[src/rtl/rggen_axi4lite_register_slice_pkg.sv]
// ---------------------------------------------------------------------------
// rggen_rtl_pkg
// Shared types and constants for the AXI4-Lite register slice.
//   rggen_skid_buffer_state : occupancy of one skid-buffer channel
//   RGGEN_CH_*              : bit index of each channel in CHANNEL_SLICE
//   RGGEN_AXI_*_W           : fixed AXI4-Lite sideband widths
// ---------------------------------------------------------------------------
package rggen_rtl_pkg;

  typedef enum logic [1:0] {
    EMPTY = 2'd0,
    BUSY  = 2'd1,
    FULL  = 2'd2
  } rggen_skid_buffer_state;

  localparam int RGGEN_CH_AW = 0;
  localparam int RGGEN_CH_W  = 1;
  localparam int RGGEN_CH_AR = 2;
  localparam int RGGEN_CH_B  = 3;
  localparam int RGGEN_CH_R  = 4;

  localparam int RGGEN_AXI_PROT_W = 3;
  localparam int RGGEN_AXI_RESP_W = 2;

endpackage

[src/rtl/rggen_axi4lite_register_slice_if.sv]
// ---------------------------------------------------------------------------
// rggen_axi4lite_if
// AXI4-Lite bus bundle (AW, W, B, AR, R channels).
//   master modport : drives AW/W/AR valid+payload and B/R ready
//   slave  modport : drives AW/W/AR ready and B/R valid+payload
// ---------------------------------------------------------------------------
interface rggen_axi4lite_if #(
  parameter int ADDRESS_WIDTH = 8,
  parameter int BUS_WIDTH     = 32
);
  logic                     awvalid;
  logic                     awready;
  logic [ADDRESS_WIDTH-1:0] awaddr;
  logic [2:0]               awprot;
  logic                     wvalid;
  logic                     wready;
  logic [BUS_WIDTH-1:0]     wdata;
  logic [BUS_WIDTH/8-1:0]   wstrb;
  logic                     bvalid;
  logic                     bready;
  logic [1:0]               bresp;
  logic                     arvalid;
  logic                     arready;
  logic [ADDRESS_WIDTH-1:0] araddr;
  logic [2:0]               arprot;
  logic                     rvalid;
  logic                     rready;
  logic [BUS_WIDTH-1:0]     rdata;
  logic [1:0]               rresp;

  modport master (
    output awvalid, awaddr, awprot, input awready,
    output wvalid, wdata, wstrb, input wready,
    input bvalid, bresp, output bready,
    output arvalid, araddr, arprot, input arready,
    input rvalid, rdata, rresp, output rready
  );

  modport slave (
    input awvalid, awaddr, awprot, output awready,
    input wvalid, wdata, wstrb, output wready,
    output bvalid, bresp, input bready,
    input arvalid, araddr, arprot, output arready,
    output rvalid, rdata, rresp, input rready
  );
endinterface

[src/rtl/rggen_axi4lite_register_slice_skid_buffer.sv]
// ---------------------------------------------------------------------------
// rggen_skid_buffer
// Two-entry valid/ready skid buffer; all outputs come straight from flops.
// With ENABLE = 0 it collapses to wires (zero latency, no state).
//   i_clk, i_rst       : clock, synchronous active-high reset
//   i_valid/o_ready/i_data : upstream handshake and payload
//   o_valid/i_ready/o_data : downstream handshake and payload
// ---------------------------------------------------------------------------
module rggen_skid_buffer
  import rggen_rtl_pkg::*;
#(
  parameter int WIDTH  = 1,
  parameter bit ENABLE = 1'b1
)(
  input  logic             i_clk,
  input  logic             i_rst,
  input  logic             i_valid,
  output logic             o_ready,
  input  logic [WIDTH-1:0] i_data,
  output logic             o_valid,
  input  logic             i_ready,
  output logic [WIDTH-1:0] o_data
);
  generate
    if (ENABLE) begin : g_slice
      rggen_skid_buffer_state r_state;
      rggen_skid_buffer_state w_state_next;
      logic                   r_ready;
      logic [WIDTH-1:0]       r_out;
      logic [WIDTH-1:0]       r_skid;
      logic                   w_in_acc;
      logic                   w_out_acc;
      logic                   w_load_out_in;
      logic                   w_load_out_skid;
      logic                   w_load_skid;

      assign w_in_acc  = i_valid & r_ready;
      assign w_out_acc = (r_state != EMPTY) & i_ready;

      always_comb begin
        w_state_next    = r_state;
        w_load_out_in   = 1'b0;
        w_load_out_skid = 1'b0;
        w_load_skid     = 1'b0;
        case (r_state)
          EMPTY: begin
            if (w_in_acc) begin
              w_state_next  = BUSY;
              w_load_out_in = 1'b1;
            end
          end
          BUSY: begin
            // Simultaneous accept refills OUT directly, never via EMPTY.
            if (w_in_acc && w_out_acc) begin
              w_load_out_in = 1'b1;
            end else if (w_in_acc) begin
              w_state_next = FULL;
              w_load_skid  = 1'b1;
            end else if (w_out_acc) begin
              w_state_next = EMPTY;
            end
          end
          FULL: begin
            if (w_out_acc) begin
              w_state_next    = BUSY;
              w_load_out_skid = 1'b1;
            end
          end
          default: w_state_next = EMPTY;
        endcase
      end

      // Control state: reset empties the buffer and holds ready low for a cycle.
      always_ff @(posedge i_clk) begin
        if (i_rst) begin
          r_state <= EMPTY;
          r_ready <= 1'b0;
        end else begin
          r_state <= w_state_next;
          r_ready <= (w_state_next != FULL);
        end
      end

      // Payload storage: no reset, contents are ignored while valid is low.
      always_ff @(posedge i_clk) begin
        if (w_load_out_in) begin
          r_out <= i_data;
        end else if (w_load_out_skid) begin
          r_out <= r_skid;
        end
        if (w_load_skid) begin
          r_skid <= i_data;
        end
      end

      assign o_valid = (r_state != EMPTY);
      assign o_ready = r_ready;
      assign o_data  = r_out;
    end else begin : g_wire
      assign o_valid = i_valid;
      assign o_ready = i_ready;
      assign o_data  = i_data;
    end
  endgenerate
endmodule

[src/rtl/rggen_axi4lite_register_slice.sv]
// ---------------------------------------------------------------------------
// rggen_axi4lite_register_slice
// Per-channel AXI4-Lite pipeline slice in front of the bus adapter. Each of
// AW, W, AR (s->m) and B, R (m->s) is an independent skid buffer, or a wire
// when its CHANNEL_SLICE bit ({R,B,AR,W,AW}) is 0.
//   i_clk, i_rst   : clock, synchronous active-high reset
//   s_axi4lite_if  : upstream side (interconnect master connects here)
//   m_axi4lite_if  : downstream side (adapter slave port connects here)
// ---------------------------------------------------------------------------
module rggen_axi4lite_register_slice
  import rggen_rtl_pkg::*;
#(
  parameter int         ADDRESS_WIDTH = 8,
  parameter int         BUS_WIDTH     = 32,
  parameter logic [4:0] CHANNEL_SLICE = 5'b11111
)(
  input  logic            i_clk,
  input  logic            i_rst,
  rggen_axi4lite_if.slave  s_axi4lite_if,
  rggen_axi4lite_if.master m_axi4lite_if
);
  localparam int AW_W = ADDRESS_WIDTH + RGGEN_AXI_PROT_W;
  localparam int W_W  = BUS_WIDTH + BUS_WIDTH / 8;
  localparam int AR_W = ADDRESS_WIDTH + RGGEN_AXI_PROT_W;
  localparam int B_W  = RGGEN_AXI_RESP_W;
  localparam int R_W  = BUS_WIDTH + RGGEN_AXI_RESP_W;

  logic [AW_W-1:0] w_aw_data;
  logic [W_W-1:0]  w_w_data;
  logic [AR_W-1:0] w_ar_data;
  logic [B_W-1:0]  w_b_data;
  logic [R_W-1:0]  w_r_data;

  rggen_skid_buffer #(.WIDTH(AW_W), .ENABLE(CHANNEL_SLICE[RGGEN_CH_AW])) u_aw (
    .i_clk(i_clk), .i_rst(i_rst),
    .i_valid(s_axi4lite_if.awvalid), .o_ready(s_axi4lite_if.awready),
    .i_data({s_axi4lite_if.awprot, s_axi4lite_if.awaddr}),
    .o_valid(m_axi4lite_if.awvalid), .i_ready(m_axi4lite_if.awready),
    .o_data(w_aw_data)
  );
  assign {m_axi4lite_if.awprot, m_axi4lite_if.awaddr} = w_aw_data;

  rggen_skid_buffer #(.WIDTH(W_W), .ENABLE(CHANNEL_SLICE[RGGEN_CH_W])) u_w (
    .i_clk(i_clk), .i_rst(i_rst),
    .i_valid(s_axi4lite_if.wvalid), .o_ready(s_axi4lite_if.wready),
    .i_data({s_axi4lite_if.wstrb, s_axi4lite_if.wdata}),
    .o_valid(m_axi4lite_if.wvalid), .i_ready(m_axi4lite_if.wready),
    .o_data(w_w_data)
  );
  assign {m_axi4lite_if.wstrb, m_axi4lite_if.wdata} = w_w_data;

  rggen_skid_buffer #(.WIDTH(AR_W), .ENABLE(CHANNEL_SLICE[RGGEN_CH_AR])) u_ar (
    .i_clk(i_clk), .i_rst(i_rst),
    .i_valid(s_axi4lite_if.arvalid), .o_ready(s_axi4lite_if.arready),
    .i_data({s_axi4lite_if.arprot, s_axi4lite_if.araddr}),
    .o_valid(m_axi4lite_if.arvalid), .i_ready(m_axi4lite_if.arready),
    .o_data(w_ar_data)
  );
  assign {m_axi4lite_if.arprot, m_axi4lite_if.araddr} = w_ar_data;

  // Response channels run in the opposite direction: m side feeds s side.
  rggen_skid_buffer #(.WIDTH(B_W), .ENABLE(CHANNEL_SLICE[RGGEN_CH_B])) u_b (
    .i_clk(i_clk), .i_rst(i_rst),
    .i_valid(m_axi4lite_if.bvalid), .o_ready(m_axi4lite_if.bready),
    .i_data(m_axi4lite_if.bresp),
    .o_valid(s_axi4lite_if.bvalid), .i_ready(s_axi4lite_if.bready),
    .o_data(w_b_data)
  );
  assign s_axi4lite_if.bresp = w_b_data;

  rggen_skid_buffer #(.WIDTH(R_W), .ENABLE(CHANNEL_SLICE[RGGEN_CH_R])) u_r (
    .i_clk(i_clk), .i_rst(i_rst),
    .i_valid(m_axi4lite_if.rvalid), .o_ready(m_axi4lite_if.rready),
    .i_data({m_axi4lite_if.rresp, m_axi4lite_if.rdata}),
    .o_valid(s_axi4lite_if.rvalid), .i_ready(s_axi4lite_if.rready),
    .o_data(w_r_data)
  );
  assign {s_axi4lite_if.rresp, s_axi4lite_if.rdata} = w_r_data;
endmodule

[src/flat_wrapper.sv]
// flat-port wrapper written by rule: the top's interface ports become plain ports
module rggen_axi4lite_register_slice_flat import rggen_rtl_pkg::*;
#(
  parameter int         ADDRESS_WIDTH = 8,
  parameter int         BUS_WIDTH     = 32,
  parameter logic [4:0] CHANNEL_SLICE = 5'b11111
)
  (i_clk, i_rst, s_axi4lite_if_awvalid, s_axi4lite_if_awaddr, s_axi4lite_if_awprot, s_axi4lite_if_awready, s_axi4lite_if_wvalid, s_axi4lite_if_wdata, s_axi4lite_if_wstrb, s_axi4lite_if_wready, s_axi4lite_if_bvalid, s_axi4lite_if_bresp, s_axi4lite_if_bready, s_axi4lite_if_arvalid, s_axi4lite_if_araddr, s_axi4lite_if_arprot, s_axi4lite_if_arready, s_axi4lite_if_rvalid, s_axi4lite_if_rdata, s_axi4lite_if_rresp, s_axi4lite_if_rready, m_axi4lite_if_awvalid, m_axi4lite_if_awaddr, m_axi4lite_if_awprot, m_axi4lite_if_awready, m_axi4lite_if_wvalid, m_axi4lite_if_wdata, m_axi4lite_if_wstrb, m_axi4lite_if_wready, m_axi4lite_if_bvalid, m_axi4lite_if_bresp, m_axi4lite_if_bready, m_axi4lite_if_arvalid, m_axi4lite_if_araddr, m_axi4lite_if_arprot, m_axi4lite_if_arready, m_axi4lite_if_rvalid, m_axi4lite_if_rdata, m_axi4lite_if_rresp, m_axi4lite_if_rready);
  rggen_axi4lite_if #(.ADDRESS_WIDTH(ADDRESS_WIDTH), .BUS_WIDTH(BUS_WIDTH)) s_axi4lite_if_i ();
  rggen_axi4lite_if #(.ADDRESS_WIDTH(ADDRESS_WIDTH), .BUS_WIDTH(BUS_WIDTH)) m_axi4lite_if_i ();
  input  logic i_clk;
  input  logic i_rst;
  input wire logic [$bits(s_axi4lite_if_i.awvalid)-1:0] s_axi4lite_if_awvalid;
  input wire logic [$bits(s_axi4lite_if_i.awaddr)-1:0] s_axi4lite_if_awaddr;
  input wire logic [$bits(s_axi4lite_if_i.awprot)-1:0] s_axi4lite_if_awprot;
  output wire logic [$bits(s_axi4lite_if_i.awready)-1:0] s_axi4lite_if_awready;
  input wire logic [$bits(s_axi4lite_if_i.wvalid)-1:0] s_axi4lite_if_wvalid;
  input wire logic [$bits(s_axi4lite_if_i.wdata)-1:0] s_axi4lite_if_wdata;
  input wire logic [$bits(s_axi4lite_if_i.wstrb)-1:0] s_axi4lite_if_wstrb;
  output wire logic [$bits(s_axi4lite_if_i.wready)-1:0] s_axi4lite_if_wready;
  output wire logic [$bits(s_axi4lite_if_i.bvalid)-1:0] s_axi4lite_if_bvalid;
  output wire logic [$bits(s_axi4lite_if_i.bresp)-1:0] s_axi4lite_if_bresp;
  input wire logic [$bits(s_axi4lite_if_i.bready)-1:0] s_axi4lite_if_bready;
  input wire logic [$bits(s_axi4lite_if_i.arvalid)-1:0] s_axi4lite_if_arvalid;
  input wire logic [$bits(s_axi4lite_if_i.araddr)-1:0] s_axi4lite_if_araddr;
  input wire logic [$bits(s_axi4lite_if_i.arprot)-1:0] s_axi4lite_if_arprot;
  output wire logic [$bits(s_axi4lite_if_i.arready)-1:0] s_axi4lite_if_arready;
  output wire logic [$bits(s_axi4lite_if_i.rvalid)-1:0] s_axi4lite_if_rvalid;
  output wire logic [$bits(s_axi4lite_if_i.rdata)-1:0] s_axi4lite_if_rdata;
  output wire logic [$bits(s_axi4lite_if_i.rresp)-1:0] s_axi4lite_if_rresp;
  input wire logic [$bits(s_axi4lite_if_i.rready)-1:0] s_axi4lite_if_rready;
  output wire logic [$bits(m_axi4lite_if_i.awvalid)-1:0] m_axi4lite_if_awvalid;
  output wire logic [$bits(m_axi4lite_if_i.awaddr)-1:0] m_axi4lite_if_awaddr;
  output wire logic [$bits(m_axi4lite_if_i.awprot)-1:0] m_axi4lite_if_awprot;
  input wire logic [$bits(m_axi4lite_if_i.awready)-1:0] m_axi4lite_if_awready;
  output wire logic [$bits(m_axi4lite_if_i.wvalid)-1:0] m_axi4lite_if_wvalid;
  output wire logic [$bits(m_axi4lite_if_i.wdata)-1:0] m_axi4lite_if_wdata;
  output wire logic [$bits(m_axi4lite_if_i.wstrb)-1:0] m_axi4lite_if_wstrb;
  input wire logic [$bits(m_axi4lite_if_i.wready)-1:0] m_axi4lite_if_wready;
  input wire logic [$bits(m_axi4lite_if_i.bvalid)-1:0] m_axi4lite_if_bvalid;
  input wire logic [$bits(m_axi4lite_if_i.bresp)-1:0] m_axi4lite_if_bresp;
  output wire logic [$bits(m_axi4lite_if_i.bready)-1:0] m_axi4lite_if_bready;
  output wire logic [$bits(m_axi4lite_if_i.arvalid)-1:0] m_axi4lite_if_arvalid;
  output wire logic [$bits(m_axi4lite_if_i.araddr)-1:0] m_axi4lite_if_araddr;
  output wire logic [$bits(m_axi4lite_if_i.arprot)-1:0] m_axi4lite_if_arprot;
  input wire logic [$bits(m_axi4lite_if_i.arready)-1:0] m_axi4lite_if_arready;
  input wire logic [$bits(m_axi4lite_if_i.rvalid)-1:0] m_axi4lite_if_rvalid;
  input wire logic [$bits(m_axi4lite_if_i.rdata)-1:0] m_axi4lite_if_rdata;
  input wire logic [$bits(m_axi4lite_if_i.rresp)-1:0] m_axi4lite_if_rresp;
  output wire logic [$bits(m_axi4lite_if_i.rready)-1:0] m_axi4lite_if_rready;
  assign s_axi4lite_if_i.awvalid = s_axi4lite_if_awvalid;
  assign s_axi4lite_if_i.awaddr = s_axi4lite_if_awaddr;
  assign s_axi4lite_if_i.awprot = s_axi4lite_if_awprot;
  assign s_axi4lite_if_awready = s_axi4lite_if_i.awready;
  assign s_axi4lite_if_i.wvalid = s_axi4lite_if_wvalid;
  assign s_axi4lite_if_i.wdata = s_axi4lite_if_wdata;
  assign s_axi4lite_if_i.wstrb = s_axi4lite_if_wstrb;
  assign s_axi4lite_if_wready = s_axi4lite_if_i.wready;
  assign s_axi4lite_if_bvalid = s_axi4lite_if_i.bvalid;
  assign s_axi4lite_if_bresp = s_axi4lite_if_i.bresp;
  assign s_axi4lite_if_i.bready = s_axi4lite_if_bready;
  assign s_axi4lite_if_i.arvalid = s_axi4lite_if_arvalid;
  assign s_axi4lite_if_i.araddr = s_axi4lite_if_araddr;
  assign s_axi4lite_if_i.arprot = s_axi4lite_if_arprot;
  assign s_axi4lite_if_arready = s_axi4lite_if_i.arready;
  assign s_axi4lite_if_rvalid = s_axi4lite_if_i.rvalid;
  assign s_axi4lite_if_rdata = s_axi4lite_if_i.rdata;
  assign s_axi4lite_if_rresp = s_axi4lite_if_i.rresp;
  assign s_axi4lite_if_i.rready = s_axi4lite_if_rready;
  assign m_axi4lite_if_awvalid = m_axi4lite_if_i.awvalid;
  assign m_axi4lite_if_awaddr = m_axi4lite_if_i.awaddr;
  assign m_axi4lite_if_awprot = m_axi4lite_if_i.awprot;
  assign m_axi4lite_if_i.awready = m_axi4lite_if_awready;
  assign m_axi4lite_if_wvalid = m_axi4lite_if_i.wvalid;
  assign m_axi4lite_if_wdata = m_axi4lite_if_i.wdata;
  assign m_axi4lite_if_wstrb = m_axi4lite_if_i.wstrb;
  assign m_axi4lite_if_i.wready = m_axi4lite_if_wready;
  assign m_axi4lite_if_i.bvalid = m_axi4lite_if_bvalid;
  assign m_axi4lite_if_i.bresp = m_axi4lite_if_bresp;
  assign m_axi4lite_if_bready = m_axi4lite_if_i.bready;
  assign m_axi4lite_if_arvalid = m_axi4lite_if_i.arvalid;
  assign m_axi4lite_if_araddr = m_axi4lite_if_i.araddr;
  assign m_axi4lite_if_arprot = m_axi4lite_if_i.arprot;
  assign m_axi4lite_if_i.arready = m_axi4lite_if_arready;
  assign m_axi4lite_if_i.rvalid = m_axi4lite_if_rvalid;
  assign m_axi4lite_if_i.rdata = m_axi4lite_if_rdata;
  assign m_axi4lite_if_i.rresp = m_axi4lite_if_rresp;
  assign m_axi4lite_if_rready = m_axi4lite_if_i.rready;
  rggen_axi4lite_register_slice #(.ADDRESS_WIDTH(ADDRESS_WIDTH), .BUS_WIDTH(BUS_WIDTH), .CHANNEL_SLICE(CHANNEL_SLICE)) u_core (.i_clk(i_clk), .i_rst(i_rst), .s_axi4lite_if(s_axi4lite_if_i), .m_axi4lite_if(m_axi4lite_if_i));
endmodule
[config.mk]
export PLATFORM = sky130hd
export DESIGN_NAME = rggen_axi4lite_register_slice_flat
export DESIGN_NICKNAME = d
export VERILOG_FILES = /design/src/rtl/rggen_axi4lite_register_slice_pkg.sv /design/src/rtl/rggen_axi4lite_register_slice_if.sv /design/src/rtl/rggen_axi4lite_register_slice_skid_buffer.sv /design/src/rtl/rggen_axi4lite_register_slice.sv /design/src/flat_wrapper.sv
export SDC_FILE = /design/constraint.sdc
export NUM_CORES = 1
export LEC_CHECK = 0
export CELL_PAD_IN_SITES_DETAIL_PLACEMENT = 1
export CELL_PAD_IN_SITES_GLOBAL_PLACEMENT = 2
export CORE_AREA = 2 2 185 187
export DETAILED_ROUTE_END_ITERATION = 10
export DIE_AREA = 0 0 187 189
export GPL_TIMING_DRIVEN = 0
export PLACE_DENSITY_LB_ADDON = 0.08
export SYNTH_ARGS = -nofsm -noshare
export SYNTH_HDL_FRONTEND = slang
export SYNTH_SLANG_ARGS = --single-unit
[constraint.sdc]
create_clock -name i_clk -period 6.1 [get_ports i_clk]
set_input_delay 0.61 -clock i_clk [delete_from_list [all_inputs] [get_ports i_clk]]
set_output_delay 0.61 -clock i_clk [all_outputs]
set_load 0.01 [all_outputs]
==> impl_results.html, run 1 <==
<table>
<tr><th>Metric</th><th>Value</th></tr>
<tr><th colspan="2">Route</th></tr>
<tr><td>Routed wire per std cell</td><td>17.12 µm</td></tr>
<tr><td>Count of unresolved DRC violations after routing</td><td>0</td></tr>
<tr><td>Detail Route Antenna Nets</td><td>0</td></tr>
<tr><td>Total vias in the final route</td><td>4,393</td></tr>
<tr><td>DR pass1 iterations</td><td>4</td></tr>
<tr><td>Final Routed Wirelength</td><td>18,830 µm</td></tr>
<tr><td>Via/cell ratio</td><td>3.994</td></tr>
<tr><td>Number of DRC markers in iteration 0</td><td>112</td></tr>
<tr><th colspan="2">Place</th></tr>
<tr><td>Number of placed cells counting well taps</td><td>1,055</td></tr>
<tr><td>Placement-stage worst setup slack</td><td>2673 ps</td></tr>
<tr><td>Weighted congestion reported at the end of routability-driven placement</td><td>0.7123</td></tr>
<tr><td>Buffers added on ports</td><td>209</td></tr>
<tr><td>Final HPWL from detailed placement</td><td>13,470 µm</td></tr>
<tr><th colspan="2">Timing</th></tr>
<tr><td>Number of max-slew violations in the final report</td><td>0</td></tr>
<tr><td>Setup tns final</td><td>0 ps</td></tr>
<tr><td>Time the worst path needs with I/O delays and setup</td><td>2797 ps</td></tr>
<tr><td>Post-layout worst setup margin</td><td>3303 ps</td></tr>
<tr><td>Layout Skew</td><td>5.721 ps</td></tr>
<tr><td>Number of setup violations in the final report</td><td>0</td></tr>
<tr><td>Max-slew headroom</td><td>0.2948</td></tr>
<tr><td>Total count of hold-check failures in the final report</td><td>0</td></tr>
<tr><td>Period utilization</td><td>0.4585</td></tr>
<tr><td>Setup repair after global routing missed its margin</td><td>false</td></tr>
<tr><td>Worst-Margin Slew</td><td>1058 ps</td></tr>
<tr><td>Top achievable clock speed</td><td>357.5 MHz</td></tr>
<tr><th colspan="2">Logic synthesis</th></tr>
<tr><td>Post-synthesis sequential element count</td><td>203</td></tr>
<tr><td>Proportion of synthesized flip-flops having asynchronous set or reset</td><td>0</td></tr>
<tr><td>Synthesized netlist net count</td><td>492</td></tr>
<tr><td>Number of different library cells in the post-synthesis netlist</td><td>27</td></tr>
<tr><td>Sequential fraction of the synthesis area</td><td>0.7839</td></tr>
<tr><td>Total number of yosys warnings</td><td>0</td></tr>
<tr><td>Synthesized cell area</td><td>7585 µm²</td></tr>
<tr><td>Post-Syn Instances</td><td>386</td></tr>
<tr><td>Number of enable flip-flop cells after synthesis</td><td>188</td></tr>
<tr><td>Mean instance size in the synthesized netlist</td><td>19.65 µm²</td></tr>
<tr><td>Most instantiated flip-flop cell in the synthesis netlist</td><td>sky130_fd_sc_hd__edfxtp_1</td></tr>
<tr><th colspan="2">Global routing</th></tr>
<tr><td>Global-route wire length before repair</td><td>29,830 µm</td></tr>
<tr><td>Vias in the first global route</td><td>4,897</td></tr>
<tr><td>Largest net degree at the start of global routing</td><td>37</td></tr>
<tr><td>Number of antenna violations at the first check in global routing</td><td>1</td></tr>
<tr><td>Total global-route track usage</td><td>0.1079</td></tr>
<tr><td>Total gr overflow</td><td>0</td></tr>
<tr><th colspan="2">Hold path</th></tr>
<tr><td>Worst hold path depth</td><td>1</td></tr>
<tr><td>Hold path startpoint</td><td>u_core.u_w.g_slice.r_skid[30]</td></tr>
<tr><td>Endpoint with the worst hold slack</td><td>u_core.u_w.o_data[30]</td></tr>
<tr><td>Type of the most critical hold path</td><td>reg2reg</td></tr>
<tr><th colspan="2">Clocking</th></tr>
<tr><td>Total clock sinks</td><td>203</td></tr>
<tr><td>Number of hold-repair buffers added at the cts stage</td><td>0</td></tr>
<tr><td>Post-cts gate resize count</td><td>0</td></tr>
<tr><td>Total CTS buffers</td><td>25</td></tr>
<tr><td>TritonCTS clock tree</td><td>yes</td></tr>
<tr><td>Root cell of the clock tree</td><td>sky130_fd_sc_hd__clkbuf_16</td></tr>
<tr><td>Post-CTS setup buffer count</td><td>0</td></tr>
<tr><td>Maximum buffer depth of the clock tree</td><td>3</td></tr>
<tr><td>Clock latency of the later-clocked register in the worst-skew pair</td><td>520 ps</td></tr>
<tr><td>Clock slew at reported path FFs</td><td>60 ps</td></tr>
<tr><td>Maximum level of the CTS H-tree</td><td>1</td></tr>
<tr><th colspan="2">Power and ir drop</th></tr>
<tr><td>Pleak</td><td>3.684 nW</td></tr>
<tr><td>Clock Power Share</td><td>0.435</td></tr>
<tr><td>Post-route total power</td><td>3.309 mW</td></tr>
<tr><td>Internal power component</td><td>2.609 mW</td></tr>
<tr><td>Gate power share</td><td>0.085</td></tr>
<tr><td>Switching power share of the total</td><td>0.2116</td></tr>
<tr><td>Worst supply voltage drop on vdd</td><td>162.1 µV</td></tr>
<tr><td>Sequential cell fraction of total power</td><td>0.480</td></tr>
<tr><td>PwrDens</td><td>296.9 nW/µm²</td></tr>
<tr><td>Power dissipated by switching net loads</td><td>0.7004 mW</td></tr>
<tr><th colspan="2">Worst setup path</th></tr>
<tr><td>Critical Path Sink Type</td><td>flop</td></tr>
<tr><td>Critical path required time</td><td>6230 ps</td></tr>
<tr><td>Reg2reg end</td><td>u_core.u_w.o_data[24]</td></tr>
<tr><td>Critical path start-end classification</td><td>in2reg</td></tr>
<tr><td>Reg2Reg Setup Slack</td><td>3590 ps</td></tr>
<tr><td>Highest fanout seen on the critical path</td><td>36</td></tr>
<tr><td>Worst-case reg-to-reg path depth</td><td>4</td></tr>
<tr><td>Launching element type of the critical path</td><td>input pin</td></tr>
<tr><td>CP arrival</td><td>2930 ps</td></tr>
<tr><td>Reg-to-Reg Start</td><td>u_core.u_w.o_ready</td></tr>
<tr><th colspan="2">Final layout</th></tr>
<tr><td>Number of nets in the finished design</td><td>740</td></tr>
<tr><td>Share of the core filled with cells</td><td>0.3349</td></tr>
<tr><td>Fraction of final layout cells sized beyond drive strength 1</td><td>0.2500</td></tr>
<tr><td>Ant. Diodes</td><td>0</td></tr>
<tr><td>Non-Filler Instances</td><td>1,100</td></tr>
<tr><td>Fill count</td><td>3,450</td></tr>
<tr><td>Layout area overhead</td><td>46.96%</td></tr>
<tr><th colspan="2">Floorplanning</th></tr>
<tr><td>Number of top-level pins</td><td>210</td></tr>
<tr><td>Placeable core area</td><td>33,280 µm²</td></tr>
<tr><td>Height of the die</td><td>189 µm</td></tr>
<tr><td>Area of the die</td><td>35,340 µm²</td></tr>
<tr><td>Starting Density</td><td>0.2279</td></tr>
<tr><td># rows</td><td>67</td></tr>
<tr><td>Floorplan die width</td><td>187 µm</td></tr>
<tr><th colspan="2">Status</th></tr>
<tr><td>Status</td><td>complete, no violations</td></tr>
<tr><th colspan="2">Run</th></tr>
<tr><td>Number of violations of the max-capacitance limit</td><td>0</td></tr>
</table>
-- cell usage in the layout, fill, tap and decap left out, types with 5 or more instances in the layout --
cell,count
sky130_fd_sc_hd__edfxtp_1,188
sky130_fd_sc_hd__clkinv_1,7
sky130_fd_sc_hd__nor4_1,5
sky130_fd_sc_hd__nor2b_1,9
sky130_fd_sc_hd__mux2_2,92
sky130_fd_sc_hd__nor3_1,9
sky130_fd_sc_hd__nor3b_1,5
sky130_fd_sc_hd__nand2_1,6
sky130_fd_sc_hd__buf_4,13
sky130_fd_sc_hd__clkbuf_16,25
sky130_fd_sc_hd__or2_2,6
sky130_fd_sc_hd__buf_6,5
sky130_fd_sc_hd__a21oi_1,5
sky130_fd_sc_hd__clkdlybuf4s50_1,209
sky130_fd_sc_hd__dfxtp_1,15
sky130_fd_sc_hd__clkinv_2,7
-- worst max-delay path by stage --
stage / from / endpoint / slack, ps / cells past startpoint
6_report: m_axi4lite_if_wready / u_core.u_w.o_data[24] / 3300 / 5
5_1_grt: m_axi4lite_if_wready / u_core.u_w.o_data[3] / 3080 / 5
4_1_cts: s_axi4lite_if_rready / u_core.u_r.o_data[21] / 3250 / 5
3_5_place_dp: s_axi4lite_if_rready / u_core.u_r.o_data[29] / 2670 / 5
3_3_place_gp: s_axi4lite_if_wvalid / u_core.u_w.g_slice.r_skid[24] / -1720 / 3
2_1_floorplan: s_axi4lite_if_wvalid / u_core.u_w.g_slice.r_skid[0] / 1410 / 2
-- worst max-delay path, stage by stage --
cell and delay (ps):
sky130_fd_sc_hd__clkdlybuf4s50_1 580, sky130_fd_sc_hd__nor2b_1 120, sky130_fd_sc_hd__nor3_4 540, sky130_fd_sc_hd__buf_6 240
sky130_fd_sc_hd__a31o_2 800
-- stage by stage --
stage	hold slack (ps)	instance area [µm²]
final	534.3	11150
after global routing	557.1	11150
after CTS	538.3	11150
after detailed placement	524.4	10350
after global placement	513.9	10240
after floorplan	501.3	7585
-- layer usage --
| metal | vias to the layer above | part of all wire | GRT usage |
|---|---|---|---|
| li1 | 2023 | - | - |
| met1 | 2202 | 0.41 | 0.1309 |
| met2 | 136 | 0.49 | 0.1819 |
| met3 | 30 | 0.078 | 0.03652 |
| met4 | 2 | 0.021 | 0.03175 |
| met5 | - | 0.00085 | 0 |
-- cell families (layout without fill, tap and decap cells) --
| family | after synthesis | count (layout) | synth area share |
|---|---|---|---|
| AOI/OAI and AO/OA | 15 | 15 | 0.01369 |
| DFF | 203 | 203 | 0.7839 |
| buffers and inverters | 13 | 279 | 0.01122 |
| muxes | 96 | 96 | 0.1422 |
| and+or+nand+nor | 59 | 59 | 0.04899 |
-- registers in the layout (all words and copies together), names as in the netlist, 11 cells and up --
name / flops
u_core.u_aw.o_data: 11
u_core.u_ar.o_data: 11
u_core.u_aw.g_slice.r_skid: 11
u_core.u_w.o_data: 36
u_core.u_ar.g_slice.r_skid: 11
u_core.u_w.g_slice.r_skid: 36
u_core.u_r.o_data: 34
u_core.u_r.g_slice.r_skid: 34
-- Yosys cell counts, types with 5 or more instances --
master / instances / area, µm²
sky130_fd_sc_hd__edfxtp_1: 188 / 5645
sky130_fd_sc_hd__mux2_2: 92 / 1036
sky130_fd_sc_hd__dfxtp_1: 15 / 300.3
sky130_fd_sc_hd__nor2b_1: 9 / 56.30
sky130_fd_sc_hd__nor3_1: 9 / 45.04
sky130_fd_sc_hd__nor4_1: 8 / 50.05
sky130_fd_sc_hd__nand2_1: 6 / 22.52
sky130_fd_sc_hd__or2_2: 6 / 37.54
sky130_fd_sc_hd__a21oi_1: 5 / 25.02
sky130_fd_sc_hd__nor3b_1: 5 / 37.54
-- power groups by stage --
stage	combinational (mW)	clock (mW)	sequential (mW)
after CTS	0.290	1.50	1.59
after detailed placement	0.288	0	1.62
after global placement	0.279	0	1.62
final	0.282	1.44	1.59
after floorplan	0.0876	0	1.63
after global routing	0.306	1.56	1.59
-- area by class of cell --
type	count	area, µm²	area share
inverter	4	15.01	0.001347
multi-input combinational	170	1573	0.1411
buffer	9	70.07	0.006286
tap	448	560.5	0.05029
clock inverter	18	160.2	0.01437
sequential	203	5946	0.5334
clock buffer	27	633.1	0.05680
timing repair buffer	221	2190	0.1964
Power figures use the tool's default switching activity.
==> run 2: changes to the inputs <==
==> constraint.sdc (replaced) <==
create_clock -name i_clk -period 2.57 [get_ports i_clk]
set_input_delay 0.257 -clock i_clk [delete_from_list [all_inputs] [get_ports i_clk]]
set_output_delay 0.257 -clock i_clk [all_outputs]
set_load 0.01 [all_outputs]
==> impl_results.html, run 2 (synthesis gave the netlist of run 1 again) <==
<table>
<tr><th>Metric</th><th>Value</th></tr>
<tr><th colspan="2">Route</th></tr>
<tr><td>DR pass1 iterations</td><td>4</td></tr>
<tr><td>Via/cell ratio</td><td>3.999</td></tr>
<tr><td>Detail Route Antenna Nets</td><td>0</td></tr>
<tr><td>Number of DRC markers in iteration 0</td><td>137</td></tr>
<tr><td>Routed wire per std cell</td><td>17.31 µm</td></tr>
<tr><td>Count of unresolved DRC violations after routing</td><td>0</td></tr>
<tr><td>Final Routed Wirelength</td><td>18,950 µm</td></tr>
<tr><td>Total vias in the final route</td><td>4,379</td></tr>
<tr><th colspan="2">Global routing</th></tr>
<tr><td>Met1 GRT Util</td><td>0.1322</td></tr>
<tr><td>Global routing usage on met2</td><td>0.1779</td></tr>
<tr><td>Largest net degree at the start of global routing</td><td>37</td></tr>
<tr><td>Vias in the first global route</td><td>4,861</td></tr>
<tr><td>Total gr overflow</td><td>0</td></tr>
<tr><td>M3 GR Usage</td><td>0.03559</td></tr>
<tr><td>Global-route wire length before repair</td><td>29,570 µm</td></tr>
<tr><td>Most used routing layer in global routing</td><td>met2</td></tr>
<tr><td>Number of antenna violations at the first check in global routing</td><td>2</td></tr>
<tr><td>Total global-route track usage</td><td>0.1071</td></tr>
<tr><th colspan="2">Worst setup path</th></tr>
<tr><td>Highest fanout seen on the critical path</td><td>36</td></tr>
<tr><td>Slowest-stage cell, CP</td><td>sky130_fd_sc_hd__clkdlybuf4s50_1</td></tr>
<tr><td>Cells along the critical path</td><td>clkdlybuf4s50_1 -&gt; nor2b_1 -&gt; nor3_4 -&gt; buf_6 -&gt; a31o_4</td></tr>
<tr><td>Critical path required time</td><td>2720 ps</td></tr>
<tr><td>CP max stage delay</td><td>630 ps</td></tr>
<tr><td>CP arrival</td><td>2330 ps</td></tr>
<tr><td>Reg-to-Reg Start</td><td>u_core.u_w.o_ready</td></tr>
<tr><td>Count of buffer and inverter cells on the critical path</td><td>2</td></tr>
<tr><td>Launching element type of the critical path</td><td>input pin</td></tr>
<tr><td>Critical Path Sink Type</td><td>flop</td></tr>
<tr><td>Worst-case reg-to-reg path depth</td><td>4</td></tr>
<tr><td>Reg2Reg Setup Slack</td><td>390 ps</td></tr>
<tr><td>Critical path start-end classification</td><td>in2reg</td></tr>
<tr><td>CP delay by family, top</td><td>buffers and inverters</td></tr>
<tr><td>Reg2reg end</td><td>u_core.u_w.o_data[9]</td></tr>
<tr><th colspan="2">Clocking</th></tr>
<tr><td>Total CTS buffers</td><td>25</td></tr>
<tr><td>Clock latency of the later-clocked register in the worst-skew pair</td><td>520 ps</td></tr>
<tr><td>Root cell of the clock tree</td><td>sky130_fd_sc_hd__clkbuf_16</td></tr>
<tr><td>Post-CTS setup buffer count</td><td>0</td></tr>
<tr><td>Number of hold-repair buffers added at the cts stage</td><td>0</td></tr>
<tr><td>TritonCTS clock tree</td><td>yes</td></tr>
<tr><td>Clock slew at reported path FFs</td><td>50 ps</td></tr>
<tr><td>Maximum level of the CTS H-tree</td><td>1</td></tr>
<tr><td>Maximum buffer depth of the clock tree</td><td>3</td></tr>
<tr><td>Total clock sinks</td><td>203</td></tr>
<tr><th colspan="2">Final layout</th></tr>
<tr><td>Share of the core filled with cells</td><td>0.3360</td></tr>
<tr><td>Most used cells in the layout excluding fill and tap cells</td><td>sky130_fd_sc_hd__clkdlybuf4s50_1 (209), sky130_fd_sc_hd__edfxtp_1 (188), sky130_fd_sc_hd__mux2_2 (92)</td></tr>
<tr><td>Ant. Diodes</td><td>0</td></tr>
<tr><td>Layout area overhead</td><td>47.41%</td></tr>
<tr><td>Number of nets in the finished design</td><td>736</td></tr>
<tr><td>Fraction of final layout cells sized beyond drive strength 1</td><td>0.2457</td></tr>
<tr><td>Fill count</td><td>3,415</td></tr>
<tr><td>Most common cell after layout, fill and taps aside</td><td>sky130_fd_sc_hd__clkdlybuf4s50_1</td></tr>
<tr><th colspan="2">Place</th></tr>
<tr><td>Placement-stage worst setup slack</td><td>-568.4 ps</td></tr>
<tr><td>Buffers added on ports</td><td>209</td></tr>
<tr><td>Final HPWL from detailed placement</td><td>13,360 µm</td></tr>
<tr><td>Weighted congestion reported at the end of routability-driven placement</td><td>0.7175</td></tr>
<tr><th colspan="2">Timing</th></tr>
<tr><td>Max-slew headroom</td><td>0.5792</td></tr>
<tr><td>Worst hold margin</td><td>320.3 ps</td></tr>
<tr><td>Period utilization</td><td>0.8484</td></tr>
<tr><td>Number of max-slew violations in the final report</td><td>0</td></tr>
<tr><td>Worst-Margin Slew</td><td>631.2 ps</td></tr>
<tr><td>Top achievable clock speed</td><td>458.7 MHz</td></tr>
<tr><td>Post-layout worst setup margin</td><td>389.7 ps</td></tr>
<tr><td>Number of setup violations in the final report</td><td>0</td></tr>
<tr><td>Time the worst path needs with I/O delays and setup</td><td>2180 ps</td></tr>
<tr><td>Total count of hold-check failures in the final report</td><td>0</td></tr>
<tr><td>Layout Skew</td><td>7.858 ps</td></tr>
<tr><td>Setup repair after global routing missed its margin</td><td>false</td></tr>
<tr><th colspan="2">Floorplanning</th></tr>
<tr><td># rows</td><td>67</td></tr>
<tr><td>Area of the die</td><td>35,340 µm²</td></tr>
<tr><td>Floorplan die width</td><td>187 µm</td></tr>
<tr><td>Starting Density</td><td>0.2279</td></tr>
<tr><td>Height of the die</td><td>189 µm</td></tr>
<tr><td>Placeable core area</td><td>33,280 µm²</td></tr>
<tr><td>Number of top-level pins</td><td>210</td></tr>
<tr><th colspan="2">Power and ir drop</th></tr>
<tr><td>PwrDens</td><td>702.8 nW/µm²</td></tr>
<tr><td>Pleak</td><td>3.671 nW</td></tr>
<tr><td>Worst supply voltage drop on vdd</td><td>395.9 µV</td></tr>
<tr><th colspan="2">Hold path</th></tr>
<tr><td>Type of the most critical hold path</td><td>in2reg</td></tr>
<tr><td>Worst hold path depth</td><td>1</td></tr>
<tr><td>Hold path startpoint</td><td>m_axi4lite_if_rdata[6]</td></tr>
<tr><td>Endpoint with the worst hold slack</td><td>u_core.u_r.g_slice.r_skid[6]</td></tr>
<tr><th colspan="2">Status</th></tr>
<tr><td>Status</td><td>complete, no violations</td></tr>
<tr><th colspan="2">Run</th></tr>
<tr><td>Number of violations of the max-capacitance limit</td><td>0</td></tr>
</table>
-- run 2: area by class of cell --
class / instances / area [µm²] / area share
clock inverters: 17 / 158.9 / 0.01421
clock buffers: 27 / 633.1 / 0.05662
flip-flops and latches: 203 / 5946 / 0.5318
well taps: 448 / 560.5 / 0.05013
repair buffers: 217 / 2190 / 0.1958
plain buffers: 9 / 70.07 / 0.006267
inverters: 4 / 15.01 / 0.001343
multi-input cells: 170 / 1608 / 0.1438
-- run 2: layer usage --
metal | vias to the layer above | routed length, µm
li1 | 2012 | -
met1 | 2187 | 8070
met2 | 143 | 9061
met3 | 33 | 1253
met4 | 4 | 535
met5 | - | 33
-- run 2: where the power goes --
group	switching [mW]	internal [mW]	leakage, nW
Sequential	0.0365	3.73	1.85
Combinational	0.277	0.397	1.43
Clock	1.35	2.07	0.390
-- run 2: worst max-delay path by stage --
stage,from,cells after the start,slack (ps),end
2_1_floorplan,u_core.u_w.o_ready,2,420,u_core.u_w.g_slice.r_skid[0]
3_3_place_gp,s_axi4lite_if_wvalid,3,-730,u_core.u_w.g_slice.r_skid[7]
3_5_place_dp,m_axi4lite_if_wready,5,-570,u_core.u_w.o_data[8]
4_1_cts,u_core.u_w.o_ready,4,290,u_core.u_w.o_data[14]
5_1_grt,u_core.u_w.o_ready,4,210,u_core.u_w.o_data[11]
6_report,m_axi4lite_if_wready,5,390,u_core.u_w.o_data[9]
-- run 2: timing repair --
item,in CTS,in global routing
endpoints found under the setup margin,70,0
endpoints found under the hold margin,0,0
resized for setup,2,0
-- run 2: through the flow --
stage                     total power [mW]  area, µm²  setup TNS [ps]  instances
after floorplan                      4.085       7615               0        386
after global placement               4.501      10270          -95280       1043
after detailed placement             4.525      10370          -38150       1051
after CTS                            8.018      11180               0       1095
after global routing                 8.176      11180               0       1095
final                                7.858      11180               0       1095
==> run 3: changes to the inputs <==
==> constraint.sdc (replaced) <==
create_clock -name i_clk -period 2.2 [get_ports i_clk]
set_input_delay 0.22 -clock i_clk [delete_from_list [all_inputs] [get_ports i_clk]]
set_output_delay 0.22 -clock i_clk [all_outputs]
set_load 0.01 [all_outputs]
==> impl_results.html, run 3 (synthesis gave the netlist of run 1 again) <==
<table>
<tr><th>Metric</th><th>Value</th></tr>
<tr><th colspan="2">Status</th></tr>
<tr><td>Status</td><td>complete, no violations</td></tr>
<tr><th colspan="2">Timing</th></tr>
<tr><td>Total count of hold-check failures in the final report</td><td>0</td></tr>
<tr><td>Number of setup violations in the final report</td><td>0</td></tr>
<tr><td>Post-layout worst setup margin</td><td>164.3 ps</td></tr>
<tr><td>Number of max-slew violations in the final report</td><td>0</td></tr>
<tr><td>Max-slew headroom</td><td>0.5855</td></tr>
<tr><td>Time the worst path needs with I/O delays and setup</td><td>2036 ps</td></tr>
<tr><td>Worst-Margin Slew</td><td>616.6 ps</td></tr>
<tr><td>Period utilization</td><td>0.9253</td></tr>
<tr><td>Setup repair after global routing missed its margin</td><td>false</td></tr>
<tr><td>Top achievable clock speed</td><td>491.2 MHz</td></tr>
<tr><td>Layout Skew</td><td>9.314 ps</td></tr>
<tr><th colspan="2">Clocking</th></tr>
<tr><td>Clock slew at reported path FFs</td><td>50 ps</td></tr>
<tr><td>Maximum buffer depth of the clock tree</td><td>3</td></tr>
<tr><td>Total CTS buffers</td><td>25</td></tr>
<tr><td>Root cell of the clock tree</td><td>sky130_fd_sc_hd__clkbuf_16</td></tr>
<tr><td>Clock latency of the later-clocked register in the worst-skew pair</td><td>520 ps</td></tr>
<tr><td>Total clock sinks</td><td>203</td></tr>
<tr><td>Maximum level of the CTS H-tree</td><td>1</td></tr>
<tr><td>TritonCTS clock tree</td><td>yes</td></tr>
<tr><th colspan="2">Floorplanning</th></tr>
<tr><td>Number of top-level pins</td><td>210</td></tr>
<tr><td>Area of the die</td><td>35,340 µm²</td></tr>
<tr><td>Placeable core area</td><td>33,280 µm²</td></tr>
<tr><td>Floorplan die width</td><td>187 µm</td></tr>
<tr><td>Starting Density</td><td>0.2279</td></tr>
<tr><td># rows</td><td>67</td></tr>
<tr><td>Height of the die</td><td>189 µm</td></tr>
<tr><th colspan="2">Global routing</th></tr>
<tr><td>Most used routing layer in global routing</td><td>met2</td></tr>
<tr><td>Largest net degree at the start of global routing</td><td>37</td></tr>
<tr><td>Total gr overflow</td><td>0</td></tr>
<tr><td>Vias in the first global route</td><td>4,887</td></tr>
<tr><td>Number of antenna violations at the first check in global routing</td><td>2</td></tr>
<tr><td>Total global-route track usage</td><td>0.1090</td></tr>
<tr><td>Met1 GRT Util</td><td>0.1350</td></tr>
<tr><td>M3 GR Usage</td><td>0.03559</td></tr>
<tr><td>Global routing usage on met2</td><td>0.1810</td></tr>
<tr><td>Global-route wire length before repair</td><td>29,980 µm</td></tr>
<tr><th colspan="2">Hold path</th></tr>
<tr><td>Endpoint with the worst hold slack</td><td>u_core.u_r.g_slice.r_skid[6]</td></tr>
<tr><td>Hold path startpoint</td><td>m_axi4lite_if_rdata[6]</td></tr>
<tr><td>Worst hold path depth</td><td>1</td></tr>
<tr><td>Type of the most critical hold path</td><td>in2reg</td></tr>
<tr><th colspan="2">Final layout</th></tr>
<tr><td>Layout Cell Area excl Fill</td><td>11,210 µm²</td></tr>
<tr><td>Number of nets in the finished design</td><td>738</td></tr>
<tr><td>Most used cells in the layout excluding fill and tap cells</td><td>sky130_fd_sc_hd__clkdlybuf4s50_1 (209), sky130_fd_sc_hd__edfxtp_1 (188), sky130_fd_sc_hd__mux2_2 (92)</td></tr>
<tr><td>Fill count</td><td>3,413</td></tr>
<tr><td>Most common cell after layout, fill and taps aside</td><td>sky130_fd_sc_hd__clkdlybuf4s50_1</td></tr>
<tr><td>Layout area overhead</td><td>47.76%</td></tr>
<tr><td>Seq. cell area</td><td>5947 µm²</td></tr>
<tr><td>Area of the multi-input gates</td><td>1625 µm²</td></tr>
<tr><td>Fraction of final layout cells sized beyond drive strength 1</td><td>0.2496</td></tr>
<tr><td>Ant. Diodes</td><td>0</td></tr>
<tr><td>Non-Filler Instances</td><td>1,097</td></tr>
<tr><th colspan="2">Place</th></tr>
<tr><td>Placement-stage worst setup slack</td><td>-901.4 ps</td></tr>
<tr><td>Final HPWL from detailed placement</td><td>13,360 µm</td></tr>
<tr><td>Number of placed cells counting well taps</td><td>1,051</td></tr>
<tr><td>Post-Place Cell Area</td><td>10,370 µm²</td></tr>
<tr><td>Buffers added on ports</td><td>209</td></tr>
<tr><td>Weighted congestion reported at the end of routability-driven placement</td><td>0.7175</td></tr>
<tr><th colspan="2">Worst setup path</th></tr>
<tr><td>Reg2Reg Setup Slack</td><td>230 ps</td></tr>
<tr><td>Reg-to-Reg Start</td><td>u_core.u_r.g_slice.r_state[0]</td></tr>
<tr><td>Highest fanout seen on the critical path</td><td>17</td></tr>
<tr><td>Critical Path Sink Type</td><td>flop</td></tr>
<tr><td>Launching element type of the critical path</td><td>input pin</td></tr>
<tr><td>Reg2reg end</td><td>u_core.u_r.o_data[4]</td></tr>
<tr><td>CP arrival</td><td>2220 ps</td></tr>
<tr><td>Critical path required time</td><td>2380 ps</td></tr>
<tr><td>Worst-case reg-to-reg path depth</td><td>4</td></tr>
<tr><td>Critical path start-end classification</td><td>in2reg</td></tr>
<tr><th colspan="2">Power and ir drop</th></tr>
<tr><td>Pleak</td><td>3.684 nW</td></tr>
<tr><td>Post-route total power</td><td>9.188 mW</td></tr>
<tr><td>Worst supply voltage drop on vdd</td><td>466.0 µV</td></tr>
<tr><td>PwrDens</td><td>819.9 nW/µm²</td></tr>
<tr><th colspan="2">Route</th></tr>
<tr><td>Routed wire per std cell</td><td>17.57 µm</td></tr>
<tr><td>Detail Route Antenna Nets</td><td>0</td></tr>
<tr><td>DR pass1 iterations</td><td>4</td></tr>
<tr><td>Via/cell ratio</td><td>4.029</td></tr>
<tr><td>Total vias in the final route</td><td>4,420</td></tr>
<tr><td>Final Routed Wirelength</td><td>19,280 µm</td></tr>
<tr><td>Number of DRC markers in iteration 0</td><td>152</td></tr>
<tr><td>Count of unresolved DRC violations after routing</td><td>0</td></tr>
<tr><th colspan="2">Run</th></tr>
<tr><td>Number of violations of the max-capacitance limit</td><td>0</td></tr>
</table>
-- run 3: power breakdown --
part           internal (mW)  total [mW]  switching [mW]  leakage (nW)
clock network           2.41        3.99            1.58         0.390
registers               4.36        4.40          0.0431          1.85
logic                  0.467       0.796           0.329          1.44
total                   7.24        9.19            1.95          3.68
-- run 3: cell type report --
class,instances,area share
plain buffers,9,0.006252
clock buffers,27,0.05649
clock inverters,17,0.01418
inverters,4,0.001340
multi-input cells,171,0.1450
flip-flops and latches,203,0.5306
well taps,448,0.05002
repair buffers,218,0.1960
-- run 3: worst max-delay path by stage --
stage                                       start                           end  slack (ps)  depth (start not counted)
floorplan                      u_core.u_w.o_ready  u_core.u_w.g_slice.r_skid[0]          50                          2
global placement             s_axi4lite_if_wvalid  u_core.u_w.g_slice.r_skid[7]       -1070                          3
detailed placement           m_axi4lite_if_wready          u_core.u_w.o_data[8]        -900                          5
CTS                 u_core.u_w.g_slice.r_state[1]          m_axi4lite_if_wvalid         120                          2
global route                 s_axi4lite_if_rready         u_core.u_r.o_data[12]          40                          5
finish                       s_axi4lite_if_rready          u_core.u_r.o_data[4]         160                          5
-- run 3: stage by stage --
step                utilization  setup TNS [ps]  hold slack (ps)
CTS                      0.3367               0            253.6
finish                   0.3367               0            281.9
global route             0.3367               0            264.0
global placement         0.3085         -160340            514.6
detailed placement       0.3116          -75610            525.5
floorplan                     -               0            291.6
-- run 3: worst max-delay path, cell delays in order --
cell,delay [ps]
sky130_fd_sc_hd__clkdlybuf4s50_1,710
sky130_fd_sc_hd__nor2b_1,160
sky130_fd_sc_hd__nor3_4,450
sky130_fd_sc_hd__buf_4,320
sky130_fd_sc_hd__a31o_4,340
-- run 3: routing by layer --
metal	vias up	wire [µm]
li1	2019	-
met1	2218	8209
met2	146	9248
met3	33	1252
met4	4	534
met5	-	33
-- run 3: what timing repair did --
action                                  CTS  global route
hold buffers                              0             0
gates resized for setup                   4             0
hold endpoints to repair                  0             0
endpoints found under the setup margin   70             0
setup buffers                             1             0
